$ cat config.mk
export PLATFORM = sky130hd
export DESIGN_NAME = ahb_dma_master
export DESIGN_NICKNAME = d
export VERILOG_FILES = /design/src/rtl/ahb_dma_pkg.sv /design/src/rtl/ahb_dma_master.sv
export SDC_FILE = /design/constraint.sdc
export NUM_CORES = 1
export LEC_CHECK = 0
export CAP_MARGIN = 20
export CORE_MARGIN = 1
export CORE_UTILIZATION = 40
export CTS_BUF_LIST = sky130_fd_sc_hd__clkbuf_8
export CTS_CLUSTER_SIZE = 24
export DETAILED_ROUTE_END_ITERATION = 6
export PLACE_DENSITY = 0.71
export SLEW_MARGIN = 20
export SYNTH_ARGS = -nofsm -noshare
export SYNTH_HDL_FRONTEND = slang
export SYNTH_SLANG_ARGS = --single-unit
$ cat constraint.sdc
create_clock -name HCLK -period 3.45 [get_ports HCLK]
set_input_delay 0.8625 -clock HCLK [delete_from_list [all_inputs] [get_ports HCLK]]
set_output_delay 0.8625 -clock HCLK [all_outputs]
set_load 0.02 [all_outputs]
$ cat src/rtl/ahb_dma_pkg.sv
`timescale 1ns/1ps
`default_nettype none
// ============================================================================
// Module  : ahb_dma_pkg
// Brief   : Shared FSM state encoding and AHB-lite constants for ahb_dma_master
// Revision: 1.0 - initial release
// ============================================================================
package ahb_dma_pkg;

  typedef enum logic [2:0] {
    ST_IDLE = 3'd0,
    ST_RD_A = 3'd1,
    ST_RD_D = 3'd2,
    ST_WR_A = 3'd3,
    ST_WR_D = 3'd4,
    ST_DONE = 3'd5
  } dma_state_t;

  localparam logic [1:0] HTRANS_IDLE   = 2'b00;
  localparam logic [1:0] HTRANS_NONSEQ = 2'b10;
  localparam logic [2:0] HSIZE_WORD    = 3'b010;

endpackage
`default_nettype wire

$ cat src/rtl/ahb_dma_master.sv
`timescale 1ns/1ps
`default_nettype none
// ============================================================================
// Module  : ahb_dma_master
// Brief   : Word-by-word AHB-lite memory copy engine (read, then write, per word).
//           Define AHB_DMA_IRQ_EN to add the sticky irq output and irq_clr input.
// Revision: 1.0 - initial release
// ============================================================================
module ahb_dma_master
  import ahb_dma_pkg::*;
#(
  parameter int CNT_W = 16
) (
  input  logic             HCLK,
  input  logic             HRESET,
  input  logic             start,
  input  logic [31:0]      src_addr,
  input  logic [31:0]      dst_addr,
  input  logic [CNT_W-1:0] word_cnt,
  output logic             busy,
  output logic             done,
  output logic             err,
`ifdef AHB_DMA_IRQ_EN
  output logic             irq,
  input  logic             irq_clr,
`endif
  output logic [31:0]      HADDR,
  output logic [1:0]       HTRANS,
  output logic             HWRITE,
  output logic [2:0]       HSIZE,
  output logic [31:0]      HWDATA,
  input  logic             HREADY,
  input  logic [31:0]      HRDATA,
  input  logic             HRESP
);

  dma_state_t       r_state;
  dma_state_t       w_next;
  logic [31:0]      r_src;
  logic [31:0]      r_dst;
  logic [31:0]      r_data;
  logic [CNT_W-1:0] r_cnt;
  logic             r_err;

  logic             w_accept;
  logic             w_rd_ok;
  logic             w_wr_ok;
  logic             w_bus_err;
  logic [3:0]       w_unused_addr_lsb;

  assign w_accept  = (r_state == ST_IDLE) && start;
  assign w_rd_ok   = (r_state == ST_RD_D) && HREADY && !HRESP;
  assign w_wr_ok   = (r_state == ST_WR_D) && HREADY && !HRESP;
  assign w_bus_err = HREADY && HRESP && ((r_state == ST_RD_D) || (r_state == ST_WR_D));
  // Byte-lane bits are discarded: every transfer is word aligned.
  assign w_unused_addr_lsb = {src_addr[1:0], dst_addr[1:0]};

  always_ff @(posedge HCLK) begin
    if (HRESET) r_state <= ST_IDLE;
    else        r_state <= w_next;
  end

  always_comb begin
    w_next = r_state;
    case (r_state)
      ST_IDLE: if (start)  w_next = (word_cnt == '0) ? ST_DONE : ST_RD_A;
      ST_RD_A: if (HREADY) w_next = ST_RD_D;
      ST_RD_D: if (HREADY) w_next = HRESP ? ST_DONE : ST_WR_A;
      ST_WR_A: if (HREADY) w_next = ST_WR_D;
      // r_cnt still holds the pre-decrement value here, so 1 means last word.
      ST_WR_D: if (HREADY) w_next = (HRESP || (r_cnt == CNT_W'(1))) ? ST_DONE : ST_RD_A;
      ST_DONE: w_next = ST_IDLE;
      default: w_next = ST_IDLE;
    endcase
  end

  always_comb begin
    HTRANS = HTRANS_IDLE;
    HADDR  = '0;
    HWRITE = 1'b0;
    HSIZE  = HSIZE_WORD;
    HWDATA = '0;
    busy   = (r_state != ST_IDLE);
    done   = (r_state == ST_DONE);
    err    = r_err;
    case (r_state)
      ST_RD_A: begin
        HTRANS = HTRANS_NONSEQ;
        HADDR  = r_src;
      end
      ST_WR_A: begin
        HTRANS = HTRANS_NONSEQ;
        HADDR  = r_dst;
        HWRITE = 1'b1;
      end
      ST_WR_D: HWDATA = r_data;
      default: ;
    endcase
  end

  always_ff @(posedge HCLK) begin
    if (HRESET) begin
      r_src  <= '0;
      r_dst  <= '0;
      r_cnt  <= '0;
      r_data <= '0;
      r_err  <= 1'b0;
    end else begin
      if (w_accept) begin
        r_src <= {src_addr[31:2], 2'b00};
        r_dst <= {dst_addr[31:2], 2'b00};
        r_cnt <= word_cnt;
        r_err <= 1'b0;
      end
      if (w_rd_ok) r_data <= HRDATA;
      if (w_wr_ok) begin
        r_src <= r_src + 32'd4;
        r_dst <= r_dst + 32'd4;
        r_cnt <= r_cnt - CNT_W'(1);
      end
      if (w_bus_err) r_err <= 1'b1;
    end
  end

`ifdef AHB_DMA_IRQ_EN
  logic r_irq;

  // Clear has priority so software never loses an acknowledge.
  always_ff @(posedge HCLK) begin
    if (HRESET)                  r_irq <= 1'b0;
    else if (irq_clr)            r_irq <= 1'b0;
    else if (r_state == ST_DONE) r_irq <= 1'b1;
  end

  assign irq = r_irq;
`endif

endmodule
`default_nettype wire

==> results of run 1 <==
per-stage QoR:
| stage | utilization | instances | setup WS, ns | total power [mW] | cell area [um^2] |
|---|---|---|---|---|---|
| CTS | 0.545 | 1231 | 0.280 | 2.97 | 8660 |
| global route | 0.545 | 1232 | 0.123 | 3.11 | 8660 |
| finish | 0.545 | 1233 | 0.294 | 2.95 | 8660 |
| floorplan | - | 873 | 0.993 | 1.90 | 6530 |
| global placement | 0.534 | 1215 | 0.431 | 2.20 | 8480 |
| detailed placement | 0.534 | 1215 | 0.431 | 2.21 | 8480 |
Yosys cell counts (3+ instances only):
| library cell | instances |
|---|---|
| sky130_fd_sc_hd__a211oi_1 | 5 |
| sky130_fd_sc_hd__a21oi_1 | 79 |
| sky130_fd_sc_hd__a221oi_1 | 8 |
| sky130_fd_sc_hd__a22oi_1 | 12 |
| sky130_fd_sc_hd__a2bb2oi_1 | 4 |
| sky130_fd_sc_hd__a311oi_1 | 7 |
| sky130_fd_sc_hd__a31oi_1 | 16 |
| sky130_fd_sc_hd__a32oi_1 | 5 |
| sky130_fd_sc_hd__and3_1 | 41 |
| sky130_fd_sc_hd__and4_1 | 4 |
| sky130_fd_sc_hd__buf_1 | 5 |
| sky130_fd_sc_hd__buf_2 | 8 |
| sky130_fd_sc_hd__buf_4 | 6 |
| sky130_fd_sc_hd__clkbuf_1 | 51 |
| sky130_fd_sc_hd__dfxtp_1 | 112 |
| sky130_fd_sc_hd__ha_1 | 4 |
| sky130_fd_sc_hd__inv_1 | 12 |
| sky130_fd_sc_hd__mux2_2 | 10 |
| sky130_fd_sc_hd__mux2i_1 | 33 |
| sky130_fd_sc_hd__nand2_1 | 140 |
| sky130_fd_sc_hd__nand2b_1 | 4 |
| sky130_fd_sc_hd__nand3_1 | 31 |
| sky130_fd_sc_hd__nand4_1 | 19 |
| sky130_fd_sc_hd__nand4b_1 | 3 |
| sky130_fd_sc_hd__nor2_1 | 84 |
| sky130_fd_sc_hd__nor3_1 | 25 |
| sky130_fd_sc_hd__nor4_1 | 22 |
| sky130_fd_sc_hd__o211ai_1 | 15 |
| sky130_fd_sc_hd__o21ai_0 | 20 |
| sky130_fd_sc_hd__o22ai_1 | 6 |
| sky130_fd_sc_hd__o311ai_0 | 3 |
| sky130_fd_sc_hd__or2_2 | 3 |
| sky130_fd_sc_hd__or3_1 | 16 |
| sky130_fd_sc_hd__or4_1 | 10 |
| sky130_fd_sc_hd__xnor2_1 | 3 |
registers in the layout, indices dropped and copies added (netlist names):
register	flops
r_cnt	16
r_src	30
r_data	32
r_state	3
err	1
r_dst	30
cells by family after synthesis:
family | share of synthesized area
flops | 0.344
simple gates | 0.321
fa+ha+maj | 0.00769
compound gates | 0.196
buf+inv | 0.0555
xor+xnor | 0.00538
mux | 0.0680
other cells | 0.00115
power by group:
group | switching, mW | internal, mW | total [mW]
logic | 0.362 | 0.330 | 0.692
registers | 0.117 | 1.38 | 1.49
clock network | 0.494 | 0.271 | 0.765
total | 0.972 | 1.98 | 2.95
area by class of cell:
class,instances,area [um^2]
Fill cell,1577,7220
Multi-Input combinational cell,676,3930
Sequential cell,112,2240
Timing Repair Buffer,199,1990
Tap cell,216,270
Clock buffer,9,124
Clock inverter,7,56.3
Inverter,12,45.0
Antenna cell,2,5.00
worst min-delay path, cell delays in order (launching register included):
cell and delay, ns:
sky130_fd_sc_hd__dfxtp_1 0.32, sky130_fd_sc_hd__nand2_1 0.05, sky130_fd_sc_hd__a21oi_1 0.05
placed cells by master (no fill, tap or decap), drive strengths merged, types with 7 or more instances in the layout:
master         netlist  layout
nor2                85      85
a311oi               7       7
a21oi               80      80
dfxtp              112     112
buf                 20      21
or3                 17      17
or4                 11      11
o211ai              15      15
nand4               19      19
a22oi               12      12
nand2              140     140
a31oi               16      16
clkdlybuf4s50        0     178
and3                41      41
nor3                26      26
inv                 12      14
mux2                10      10
clkbuf              53       9
nor4                24      24
a221oi               8       8
o21ai               20      20
mux2i               33      33
nand3               31      31
worst max path at each step:
stage / slack, ns / to
after detailed placement: 0.43 / r_src[18]
after floorplan: 0.99 / r_src[18]
after global routing: 0.12 / HADDR[28]
final: 0.29 / HADDR[5]
after CTS: 0.28 / HADDR[25]
after global placement: 0.43 / r_src[18]
per-layer routing:
| layer | global-route usage | vias up | part of all wire |
|---|---|---|---|
| met3 | 0.0405 | 29 | 0.058 |
| met2 | 0.386 | 240 | 0.46 |
| met5 | 0 | - | 0 |
| met1 | 0.335 | 3286 | 0.45 |
| met4 | 0.0923 | 0 | 0.023 |
| li1 | - | 3462 | - |
==> flow_metrics.tcl, run 1 <==
set metrics [dict create \
    place.port_buffers 179 \
    least_margin_pin_slew_ns 0.996 \
    yosys-top-cells-area "sky130_fd_sc_hd__dfxtp_1 34%, sky130_fd_sc_hd__nand2_1 8.1%, sky130_fd_sc_hd__a21oi_1 6.1%" \
    worstSetupEndpointType "output port" \
    mappedNetlistArea_mm2 0.00651 \
    clkLatencyLatePin_ns 0.40 \
    cell_class_contributing_the_biggest_share_of_worst_path_delay "buffers and inverters" \
    timing.critical_path.from "r_state[2]" \
    remaining_routing_drc_violations 0 \
    max_clock_skew_ns 0.0111 \
    dp_hpwl_mm 14.4 \
    critPathKind "reg -> out" \
    timing.reg2reg.worst_path_depth 7 \
    reg2reg_from "r_state[2]" \
    grt_pass1_wl_mm 32.4 \
    yosysWarningCount 0 \
    pin_count 190 \
    headroom_to_the_max_slew_limit 0.336 \
    worst_ep_arrival_time_ns 2.29 \
    post_synth_inst_count 869 \
    unrepaired_setup_endpoints_after_global_routing "no" \
    via_count 7017 \
    critical_path_buf_inv_count 2 \
    drt_pass_1_iters 5 \
    gp_weighted_congestion 0.865 \
    initial_core_util 0.410 \
    drt_iter0_drc 549 \
    worst_path_largest_cell_delay_ns 0.63 \
    drt-wirelength-per-cell_um 16.7 \
    clock_sink_count 112 \
    clk_pin_slew_worst_paths_ns 0.11 \
    min_to "r_data[12]" \
    vias_in_the_first_global_route 6185 \
    synth-async-reset-ratio 0 \
    yosys_most_used_dff "sky130_fd_sc_hd__dfxtp_1" \
    area_growth_syn_to_layout_pct 33.1 \
    grt-ovfl-total 0 \
    layout.nets 1131 \
    drv.max_cap_violation_count 0 \
    path_max_fanout 31 \
    synth_top_cell_area_share 0.344 \
    synth.ff_latch_count 112 \
    grt_usage 0.245 \
    result_of_the_run "complete, no violations" \
    min-delay-start "r_data[12]" \
    synth_sequential_area_ratio 0.344 \
    tritoncts_clock_tree "built" \
    post_cts_buffers 0 \
    final_critical_delay_including_setup_and_external_delays_ns 3.16 \
    pin_count_of_the_biggest_net_entering_global_routing 91 \
    endpoints_failing_hold 0 \
    core_area_mm2 0.0159 \
    static_leak_nw 2.87 \
    initial_antenna_violation_count 2 \
    numCtsBuffers 9 \
    floorplan.rows 46 \
    htreeDepth 3 \
    post_cts_resize_count 0 \
    period_share 0.915 \
    whs_path_depth 2 \
    r2r_setup_slack_ns 0.70 \
    antenna_violating_nets_post_route 0 \
    min-delay-path-class "reg -> reg" \
    detail_route.wirelength_mm 20.5 \
    setup_viol 0 \
    number_of_slew_limit_violations_in_the_final_report 0 \
    clock_path_buffers 2 \
    worst_hold_slack_ns 0.455 \
    drive_gt1_frac 0.0640 \
    crit-reg2reg-capture "r_src[18]" \
    cts.root.buffer_cell "sky130_fd_sc_hd__clkbuf_8" \
    timing.critical_path.from_type "register" \
    synth_enable_flop_cells 0 \
    worst_ir_drop_vdd_mv 0.217 \
    floorplan.die.height_um 130 \
    cts_hold_repair.buffers 0 \
    vias_per_cell 5.69 \
    die-area_mm2 0.0168 \
    cp_slowest_cell "sky130_fd_sc_hd__dfxtp_1" \
    crit_chain "nand2b_1 > buf_4 > nor2_1 > clkdlybuf4s50_1" \
    power_density_mw_per_mm2 341 \
    distinct_cell_type_count_of_the_synthesized_netlist 68 \
    cp_num_cells 4 \
    post-synth-top-area-cell "sky130_fd_sc_hd__dfxtp_1" \
    worst-endpoint-required_ns 2.59 \
    die_width_um 130 \
    syn_area_per_cell_um2 7.49 \
    fin_setup_tns_ns 0 \
    achievable-frequency_mhz 317 \
]
Power figures use the tool's default switching activity.
==> run 2: changes to the inputs <==
--- a/config.mk
+++ b/config.mk
@@ -12,7 +12,6 @@
 export CTS_CLUSTER_SIZE = 24
 export DETAILED_ROUTE_END_ITERATION = 6
 export PLACE_DENSITY = 0.71
-export SLEW_MARGIN = 20
 export SYNTH_ARGS = -nofsm -noshare
 export SYNTH_HDL_FRONTEND = slang
 export SYNTH_SLANG_ARGS = --single-unit
==> constraint.sdc (replaced) <==
create_clock -name HCLK -period 3.45 [get_ports HCLK]
set_input_delay 0.69 -clock HCLK [delete_from_list [all_inputs] [get_ports HCLK]]
set_output_delay 0.69 -clock HCLK [all_outputs]
set_load 0.02 [all_outputs]
==> flow_metrics.tcl, run 2 (synthesis gave the netlist of run 1 again) <==
set metrics [dict create \
    power_frac_comb 0.226 \
    endpoints_failing_hold 0 \
    met1Wirelength_mm 9.35 \
    drt-wirelength-per-cell_um 16.7 \
    floorplan.rows 46 \
    clkLatencyLatePin_ns 0.40 \
    setup_viol 0 \
    remaining_routing_drc_violations 0 \
    grt_pass1_wl_mm 32.5 \
    floorplan.die.height_um 130 \
    initial_core_util 0.410 \
    drt_pass_1_iters 4 \
    clock_path_buffers 2 \
    p_sw_frac 0.325 \
    detail_route.wirelength_mm 20.6 \
    r2r_setup_slack_ns 0.87 \
    dp_hpwl_mm 14.5 \
    timing.critical_path.from "r_state[1]" \
    vias_per_cell 5.68 \
    layout.cells.most_common_list "178 x sky130_fd_sc_hd__clkdlybuf4s50_1, 140 x sky130_fd_sc_hd__nand2_1, 111 x sky130_fd_sc_hd__dfxtp_1, 84 x sky130_fd_sc_hd__nor2_1, 78 x sky130_fd_sc_hd__a21oi_1" \
    via_count 7003 \
    worst-endpoint-required_ns 2.76 \
    htreeDepth 3 \
    gp_weighted_congestion 0.857 \
    numCtsBuffers 9 \
    die-area_mm2 0.0168 \
    drive_gt1_frac 0.0659 \
    min-delay-path-class "reg -> reg" \
    number_of_slew_limit_violations_in_the_final_report 0 \
    drt_iter0_drc 551 \
    route.met2.wl_mm 9.37 \
    timing.critical_path.from_type "register" \
    grt_usage 0.245 \
    achievable-frequency_mhz 336 \
    pin_count_of_the_biggest_net_entering_global_routing 77 \
    path_max_fanout 32 \
    layout.nets 1133 \
    result_of_the_run "complete, no violations" \
    p_sw_mw 0.988 \
    wl_met3_mm 1.46 \
    antenna_violating_nets_post_route 0 \
    grt-ovfl-total 0 \
    clock_sink_count 112 \
    share_seq_of_total_power 0.493 \
    cts.root.buffer_cell "sky130_fd_sc_hd__clkbuf_8" \
    post_cts_resize_count 0 \
    final_critical_delay_including_setup_and_external_delays_ns 2.97 \
    fillerInstances 1554 \
    period_share 0.862 \
    cts_hold_repair.buffers 0 \
    post_cts_buffers 0 \
    registers.top_by_ff_count "r_data" \
    max_clock_skew_ns 0.0112 \
    worstSetupEndpointType "output port" \
    die_width_um 130 \
    min-delay-start "r_data[24]" \
    pin_count 190 \
    flip_flop_count_of_the_largest_register_all_copies_and_words_added 32 \
    power_density_mw_per_mm2 350 \
    headroom_to_the_max_slew_limit 0.408 \
    reg2reg_from "r_state[1]" \
    insertedDiodeCount 0 \
    initial_antenna_violation_count 0 \
    placed_cells_incl_taps 1217 \
    layout_commonest_cell "sky130_fd_sc_hd__clkdlybuf4s50_1" \
    least_margin_pin_slew_ns 0.888 \
    routed.top_layer "met4" \
    place.port_buffers 179 \
    worst_ep_arrival_time_ns 2.28 \
    critPathKind "reg -> out" \
    static_leak_nw 2.88 \
    vias_in_the_first_global_route 6263 \
    design_power_total_mw 3.04 \
    power.share.clock 0.281 \
    fin_setup_tns_ns 0 \
    finish.cell_count_without_fillers 1233 \
    tritoncts_clock_tree "built" \
    clk_pin_slew_worst_paths_ns 0.11 \
    worst_ir_drop_vdd_mv 0.205 \
    core_area_mm2 0.0159 \
    unrepaired_setup_endpoints_after_global_routing "no" \
    area_growth_syn_to_layout_pct 33.2 \
    largest_registers "r_data x32, r_dst x30, r_src x30" \
    internal_power_mw 2.05 \
    drv.max_cap_violation_count 0 \
]
[run 2: critical path: stages (launching register included)]
cell	delay (ns)
sky130_fd_sc_hd__dfxtp_2	0.48
sky130_fd_sc_hd__nor2_1	0.24
sky130_fd_sc_hd__buf_4	0.32
sky130_fd_sc_hd__and3_1	0.20
sky130_fd_sc_hd__clkdlybuf4s50_1	0.62
[run 2: per-stage QoR]
stage / hold slack (ns) / util / setup WS, ns / instance area, um^2
floorplan: 0.432 / - / 1.17 / 6530
global placement: 0.438 / 0.533 / 0.496 / 8470
detailed placement: 0.442 / 0.533 / 0.450 / 8470
CTS: 0.458 / 0.546 / 0.442 / 8670
global route: 0.472 / 0.546 / 0.339 / 8670
finish: 0.455 / 0.546 / 0.476 / 8670
[run 2: cell type report]
cell class	count	area [um^2]	area share
tap	216	270	0.0312
clock buffer	9	124	0.0143
multi-input combinational	676	3930	0.453
clock inverter	7	80.1	0.00923
inverter	12	45.0	0.00519
timing repair buffer	201	1980	0.228
sequential	112	2240	0.259
[run 2: power groups by stage]
stage	Sequential, mW	Combinational [mW]	Clock, mW
2_1_floorplan	1.47	0.426	0
3_3_place_gp	1.52	0.679	0
3_5_place_dp	1.52	0.682	0
4_1_cts	1.49	0.685	0.874
5_1_grt	1.51	0.751	0.924
6_report	1.50	0.685	0.853
[run 2: worst paths after layout]
kind / to / cells after the start
setup / recovery: HWDATA[1] / 4
hold / removal: r_data[24] / 2
setup reg to reg: r_dst[31] / 6
hold reg to reg: r_data[24] / 2
[run 2: per-layer routing]
metal | global-route usage | up-vias
li1 | - | 3451
met1 | 0.336 | 3266
met2 | 0.386 | 258
met3 | 0.0479 | 28
met4 | 0.0787 | 0
met5 | 0 | -
==> run 3: changes to the inputs <==
--- a/config.mk
+++ b/config.mk
@@ -12,6 +12,7 @@
 export CTS_CLUSTER_SIZE = 24
 export DETAILED_ROUTE_END_ITERATION = 6
 export PLACE_DENSITY = 0.71
+export SLEW_MARGIN = 20
 export SYNTH_ARGS = -nofsm -noshare
 export SYNTH_HDL_FRONTEND = slang
 export SYNTH_SLANG_ARGS = --single-unit
==> results of run 3 <==
No change in the layout: final DEF, timing and power equal those of run 2.
